`src/rtl/snake_pkg.sv`:
```
// Shared constants and types for the title-screen renderer.
package snake_pkg;

  localparam int H_ACTIVE = 640;
  localparam int V_ACTIVE = 480;

  localparam int TITLE_W = 142;
  localparam int TITLE_H = 16;

  localparam logic [11:0] FG_RGB     = 12'hFFF;
  localparam logic [11:0] BG_RGB     = 12'h000;
  localparam logic [11:0] SHADOW_RGB = 12'h444;

  typedef enum logic [1:0] {
    IDLE  = 2'd0,
    SHOW  = 2'd1,
    BLANK = 2'd2
  } blink_state_e;

endpackage

```
`src/rtl/title_blink_fsm.sv`:
```
// Frame-synchronous blink controller: alternates SHOW/BLANK every
// BLINK_FRAMES frames while enabled. State only moves on frame_start.
module title_blink_fsm
  import snake_pkg::*;
#(
  parameter int BLINK_FRAMES = 30
) (
  input  logic clock_25,
  input  logic resetn,
  input  logic frame_start,
  input  logic enable,
  output logic show
);

  localparam int CNT_W = (BLINK_FRAMES > 1) ? $clog2(BLINK_FRAMES) : 1;
  localparam logic [CNT_W-1:0] CNT_LAST = CNT_W'(BLINK_FRAMES - 1);

  blink_state_e     state_q, state_d;
  logic [CNT_W-1:0] cnt_q, cnt_d;

  // State and frame counter registers.
  always_ff @(posedge clock_25 or negedge resetn) begin
    if (!resetn) begin
      state_q <= IDLE;
      cnt_q   <= '0;
    end else begin
      state_q <= state_d;
      cnt_q   <= cnt_d;
    end
  end

  // Next state: dropping enable wins over the phase toggle.
  always_comb begin
    state_d = state_q;
    cnt_d   = cnt_q;
    if (frame_start) begin
      if (!enable) begin
        state_d = IDLE;
        cnt_d   = '0;
      end else begin
        case (state_q)
          IDLE: begin
            state_d = SHOW;
            cnt_d   = '0;
          end
          SHOW, BLANK: begin
            if (cnt_q == CNT_LAST) begin
              state_d = (state_q == SHOW) ? BLANK : SHOW;
              cnt_d   = '0;
            end else begin
              cnt_d = cnt_q + 1'b1;
            end
          end
          default: begin
            state_d = IDLE;
            cnt_d   = '0;
          end
        endcase
      end
    end
  end

  assign show = (state_q == SHOW);

endmodule

```
`src/rtl/title_renderer.sv`:
```
// Title-screen renderer: maps VGA raster position to title ROM addresses
// and turns the returned bit into a registered, upscaled RGB pixel.
// Optional drop shadow is enabled with `define TITLE_SHADOW_EN.
module title_renderer
  import snake_pkg::*;
#(
  parameter int          TITLE_W      = snake_pkg::TITLE_W,
  parameter int          TITLE_H      = snake_pkg::TITLE_H,
  parameter int          SCALE_LOG2   = 2,
  parameter int          ORIGIN_X     = 36,
  parameter int          ORIGIN_Y     = 120,
  parameter int          BLINK_FRAMES = 30,
  parameter logic [11:0] FG_RGB       = snake_pkg::FG_RGB,
  parameter logic [11:0] BG_RGB       = snake_pkg::BG_RGB
`ifdef TITLE_SHADOW_EN
  ,
  parameter logic [11:0] SHADOW_RGB   = snake_pkg::SHADOW_RGB
`endif
) (
  input  logic        clock_25,
  input  logic        resetn,
  input  logic [9:0]  h_count,
  input  logic [9:0]  v_count,
  input  logic        video_on,
  input  logic        frame_start,
  input  logic        enable,
  output logic [7:0]  x_count,
  output logic [3:0]  y_count,
  input  logic        rom_data,
  output logic [11:0] pixel_rgb,
  output logic        pixel_valid
);

  // Window bounds in 11 bits so the right/bottom limits never wrap.
  localparam logic [10:0] X_LO = 11'(ORIGIN_X);
  localparam logic [10:0] X_HI = 11'(ORIGIN_X + (TITLE_W << SCALE_LOG2));
  localparam logic [10:0] Y_LO = 11'(ORIGIN_Y);
  localparam logic [10:0] Y_HI = 11'(ORIGIN_Y + (TITLE_H << SCALE_LOG2));

  logic [10:0] h_ext, v_ext, x_off, y_off;
  logic        in_col, in_row, in_win;
  logic [7:0]  x_count_q, x_count_d;
  logic [3:0]  y_count_q, y_count_d;
  logic        win_d1_q, von_d1_q;
  logic [11:0] pixel_rgb_q, pixel_rgb_d;
  logic        pixel_valid_q;
  logic        show;

  title_blink_fsm #(
    .BLINK_FRAMES(BLINK_FRAMES)
  ) u_blink (
    .clock_25   (clock_25),
    .resetn     (resetn),
    .frame_start(frame_start),
    .enable     (enable),
    .show       (show)
  );

  // Window decode and ROM address generation.
  always_comb begin
    h_ext     = {1'b0, h_count};
    v_ext     = {1'b0, v_count};
    x_off     = h_ext - X_LO;
    y_off     = v_ext - Y_LO;
    in_col    = (h_ext >= X_LO) && (h_ext < X_HI);
    in_row    = (v_ext >= Y_LO) && (v_ext < Y_HI);
    in_win    = video_on && in_col && in_row;
    x_count_d = in_win ? 8'(x_off >> SCALE_LOG2) : 8'd0;
    y_count_d = in_row ? 4'(y_off >> SCALE_LOG2) : 4'd0;
  end

  // Stage 1: addresses and alignment flags.
  always_ff @(posedge clock_25 or negedge resetn) begin
    if (!resetn) begin
      x_count_q <= '0;
      y_count_q <= '0;
      win_d1_q  <= 1'b0;
      von_d1_q  <= 1'b0;
    end else begin
      x_count_q <= x_count_d;
      y_count_q <= y_count_d;
      win_d1_q  <= in_win;
      von_d1_q  <= video_on;
    end
  end

`ifdef TITLE_SHADOW_EN
  // Shadow tracking: bit of the previous distinct column on this line.
  logic       cur_bit_q, prev_bit_q;
  logic [7:0] x_last_q;
  logic       prev_eff;

  assign prev_eff = (x_count_q != x_last_q) ? cur_bit_q : prev_bit_q;

  // Column history, cleared whenever the previous cycle was outside the window.
  always_ff @(posedge clock_25 or negedge resetn) begin
    if (!resetn) begin
      cur_bit_q  <= 1'b0;
      prev_bit_q <= 1'b0;
      x_last_q   <= '0;
    end else if (!win_d1_q) begin
      cur_bit_q  <= 1'b0;
      prev_bit_q <= 1'b0;
      x_last_q   <= '0;
    end else begin
      if (x_count_q != x_last_q) begin
        prev_bit_q <= cur_bit_q;
      end
      cur_bit_q <= rom_data;
      x_last_q  <= x_count_q;
    end
  end
`endif

  // Colour select for stage 2; blanked outside the window or in BLANK/IDLE.
  always_comb begin
    pixel_rgb_d = BG_RGB;
    if (von_d1_q && win_d1_q && show) begin
      if (rom_data) begin
        pixel_rgb_d = FG_RGB;
      end
`ifdef TITLE_SHADOW_EN
      else if (prev_eff) begin
        pixel_rgb_d = SHADOW_RGB;
      end
`endif
    end
  end

  // Stage 2: registered pixel output.
  always_ff @(posedge clock_25 or negedge resetn) begin
    if (!resetn) begin
      pixel_rgb_q   <= BG_RGB;
      pixel_valid_q <= 1'b0;
    end else begin
      pixel_rgb_q   <= pixel_rgb_d;
      pixel_valid_q <= von_d1_q;
    end
  end

  assign x_count     = x_count_q;
  assign y_count     = y_count_q;
  assign pixel_rgb   = pixel_rgb_q;
  assign pixel_valid = pixel_valid_q;

endmodule

```
`config.mk`:
```
export PLATFORM = sky130hd
export DESIGN_NAME = title_renderer
export DESIGN_NICKNAME = d
export VERILOG_FILES = /design/src/rtl/snake_pkg.sv /design/src/rtl/title_blink_fsm.sv /design/src/rtl/title_renderer.sv
export SDC_FILE = /design/constraint.sdc
export NUM_CORES = 1
export LEC_CHECK = 0
export ABC_AREA = 0
export BUFFER_PORTS_ARGS = -buffer_cell sky130_fd_sc_hd__buf_2
export CAP_MARGIN = 40
export CORE_UTILIZATION = 40
export DETAILED_ROUTE_END_ITERATION = 6
export GPL_TIMING_DRIVEN = 0
export HOLD_SLACK_MARGIN = 0.12
export PLACE_DENSITY = 0.73
export SLEW_MARGIN = 40
export SYNTH_ARGS = -nofsm -noshare
export SYNTH_HDL_FRONTEND = slang
export SYNTH_SLANG_ARGS = --single-unit
export TNS_END_PERCENT = 10
```
`constraint.sdc`:
```
create_clock -name clock_25 -period 1.7 [get_ports clock_25]
set_input_delay 0.17 -clock clock_25 [delete_from_list [all_inputs] [get_ports clock_25]]
set_output_delay 0.17 -clock clock_25 [all_outputs]
set_load 0.01 [all_outputs]
```
==> flow_summary.json <==
{
  "violations": "DRC",
  "fin_crit_sh": 0.9560,
  "clk_pin_slew_ns": 0.12,
  "die_h_um": 57.45,
  "syn_nets": 154,
  "htree_levels": 1,
  "busiest_layer": "met2",
  "worst_setup_path_start_kind": "register",
  "grt_use_met1": 0.1910,
  "worst_pin_slew_ns": 0.5034,
  "cp_slowest_stage_delay_ns": 0.43,
  "vias": 1039,
  "numCtsBuffers": 3,
  "hold_viol_final": 0,
  "ys_ff_latch": 23,
  "power_density_nw_per_um2": 709.0,
  "end_kind": "register",
  "syn_area_per_cell_um2": 10.42,
  "coreArea_um2": 2829,
  "cts.sinks": 23,
  "grt_pass1_vias": 959,
  "start_util": 0.4348,
  "tns_ns": 0,
  "critPathSlowestCell": "dfrtp_1",
  "dp_hpwl_mm": 1.817,
  "fin_util": 0.5772,
  "period_needed_ns": 1.625,
  "track_usage": 0.1592,
  "synth_area_um2": 1230,
  "syn-instance-count": 118,
  "routed_via_density": 4.995,
  "areaGrowthSynthToFinish_pct": 32.76,
  "fmax_mhz": 615.3,
  "clock_latency_ns": 0.30,
  "grt_util_met2": 0.2757,
  "die_area_um2": 3301,
  "die_x_um": 57.45,
  "yosys_warnings": 0,
  "p_leak_nw": 0.8932,
  "wl_mm": 2.352,
  "drc": 4,
  "max_slew_margin": 0.6613,
  "num_io_pins": 51,
  "gp_congestion": 0.7607,
  "post_cts_buffers": 0,
  "grt_max_degree": 24,
  "slew_violations": 0,
  "cap_violations": 0,
  "fin_nets": 214,
  "cts.path.max_buffers": 2,
  "root_buffer": "clkbuf_4",
  "drive_gt1_frac": 0.3898,
  "finClkSkew_ns": 0.001651,
  "synth_top_area_share": 0.4680,
  "worstHoldPathType": "in -> reg",
  "synth_area_leader_cell": "dfrtp_1",
  "holdWs_ns": 0.1475,
  "cts_tree": "built",
  "yosys.cell_types.count": 28,
  "ant_nets": 0,
  "arrival_ns": 1.85,
  "crit_type": "reg -> reg",
  "grt_pass1_wl_mm": 4.057,
  "cp_data_required_time_ns": 1.92,
  "antenna_found_initial": 0,
  "final-setup-viol-count": 0,
  "status": "finished, violations left",
  "cp_cell_sequence": "inv_1 -> ha_1 -> nand2_2 -> or3_4 -> o31ai_4",
  "wire_per_inst_um": 11.31,
  "synth.area.top_cells": "dfrtp_1 47%, ha_1 10%, buf_4 6.7%",
  "peakVddDrop_mv": 0.3918,
  "num_rows": 19,
  "drtIter0Drc": 25,
  "num_antenna_cells": 0,
  "overflow": 0,
  "yosysSeqAreaShare": 0.4680,
  "rsz0062_at_grt": "yes",
  "port_buffers": 48,
  "dr.pass1.iters": 6,
  "grt_use_met3": 0.02721,
  "worstPathMaxFanout": 6
}
[report_power, final]
group / leakage, nW / total, mW / switching (mW) / internal (mW)
logic: 0.562 / 0.291 / 0.160 / 0.131
registers: 0.314 / 0.623 / 0.0384 / 0.585
clock network: 0.0177 / 0.244 / 0.156 / 0.0877
[registers in the layout, indices dropped and copies added, names as in the netlist]
name,cells
y_count,4
win_d1_q,1
pixel_rgb,1
x_count,8
u_blink.cnt_q,5
u_blink.state_q,2
pixel_valid,1
von_d1_q,1
[through the flow]
stage	instances	total power, mW	worst slack (ns)	cell area (µm²)
6_report	208	1.158	0.07478	1633
5_1_grt	208	1.248	-0.003504	1633
4_1_cts	208	1.160	0.006819	1612
3_5_place_dp	197	0.8952	0.006388	1509
3_3_place_gp	197	0.8689	0.1229	1509
2_1_floorplan	118	0.7868	0.2135	1230
[cell usage after synthesis, drive strengths merged]
cell type / count
a211oi: 1
a21o: 1
a21oi: 2
and3: 2
and4: 2
buf: 11
dfrtp: 23
ha: 10
inv: 8
mux2i: 2
nand2: 8
nand2b: 4
nand3: 3
nor2: 10
nor3: 2
nor3b: 2
nor4: 3
o2111ai: 1
o211a: 1
o211ai: 1
o21ai: 9
o31a: 1
o31ai: 2
or2b: 1
or3: 1
or4: 2
xnor2: 5
[final cells by class]
class / count / area (µm²)
buffer: 11 / 82.58
clock buffer: 3 / 22.52
clock inverter: 1 / 5.005
fill: 251 / 1196
inverter: 8 / 30.03
multi-input combinational: 76 / 568.0
sequential: 23 / 575.6
tap: 31 / 38.79
timing repair buffer: 55 / 310.3
[critical path, delay by kind of cell, from the launching register on]
family | cells | cell delay (ns)
AND/OR/NAND/NOR | 2 | 0.49
buffers and inverters | 1 | 0.09
flip-flops | 1 | 0.43
AO/OA/AOI/OAI | 1 | 0.23
adder cells (fa/ha/maj) | 1 | 0.29
[cells by family after synthesis]
| logic type | count (synthesis) | share of synthesized area |
|---|---|---|
| simple gates | 40 | 0.1750 |
| flops | 23 | 0.4680 |
| compound gates | 19 | 0.1119 |
| buf+inv | 19 | 0.09156 |
| fa+ha+maj | 10 | 0.1017 |
| xor+xnor | 5 | 0.03560 |
| mux | 2 | 0.01628 |
[cells in the final DEF, fill, tap and decap left out, types with 2 or more instances in the layout]
| master | instances |
|---|---|
| xnor2_1 | 5 |
| nand2b_1 | 4 |
| buf_2 | 48 |
| clkbuf_4 | 3 |
| a21oi_1 | 2 |
| o21ai_0 | 8 |
| or4_1 | 2 |
| and4_1 | 2 |
| nand3_1 | 3 |
| ha_1 | 10 |
| dfrtp_1 | 23 |
| nor3b_1 | 2 |
| nor4_1 | 3 |
| nor2_1 | 10 |
| inv_1 | 8 |
| and3_1 | 2 |
| nand2_1 | 7 |
| mux2i_1 | 2 |
| dlygate4sd3_1 | 7 |
| buf_4 | 11 |
[routing by layer]
metal,share of wire,wire (µm)
met1,0.41,962
met2,0.51,1200
met3,0.068,159
met4,0.012,28
met5,0,0
[repair_timing]
item,CTS,global route
endpoints found under the setup margin,1,6
gates cloned,0,0
gates resized for setup,1,5
hold endpoints to repair,30,0
hold buffers,7,0
[worst paths after layout]
path,start,to,slack (ns),cells after the start
setup / recovery,u_blink.state_q[1],u_blink.cnt_q[4],0.07,5
hold / removal,enable,u_blink.state_q[1],0.15,3
setup reg to reg,u_blink.state_q[1],u_blink.cnt_q[4],0.07,5
hold reg to reg,von_d1_q,pixel_valid,0.40,0
min in group asynchronous,resetn,u_blink.cnt_q[2],0.36,2
max in group asynchronous,resetn,x_count[0],1.01,2
(Power assumes the default switching activity.)
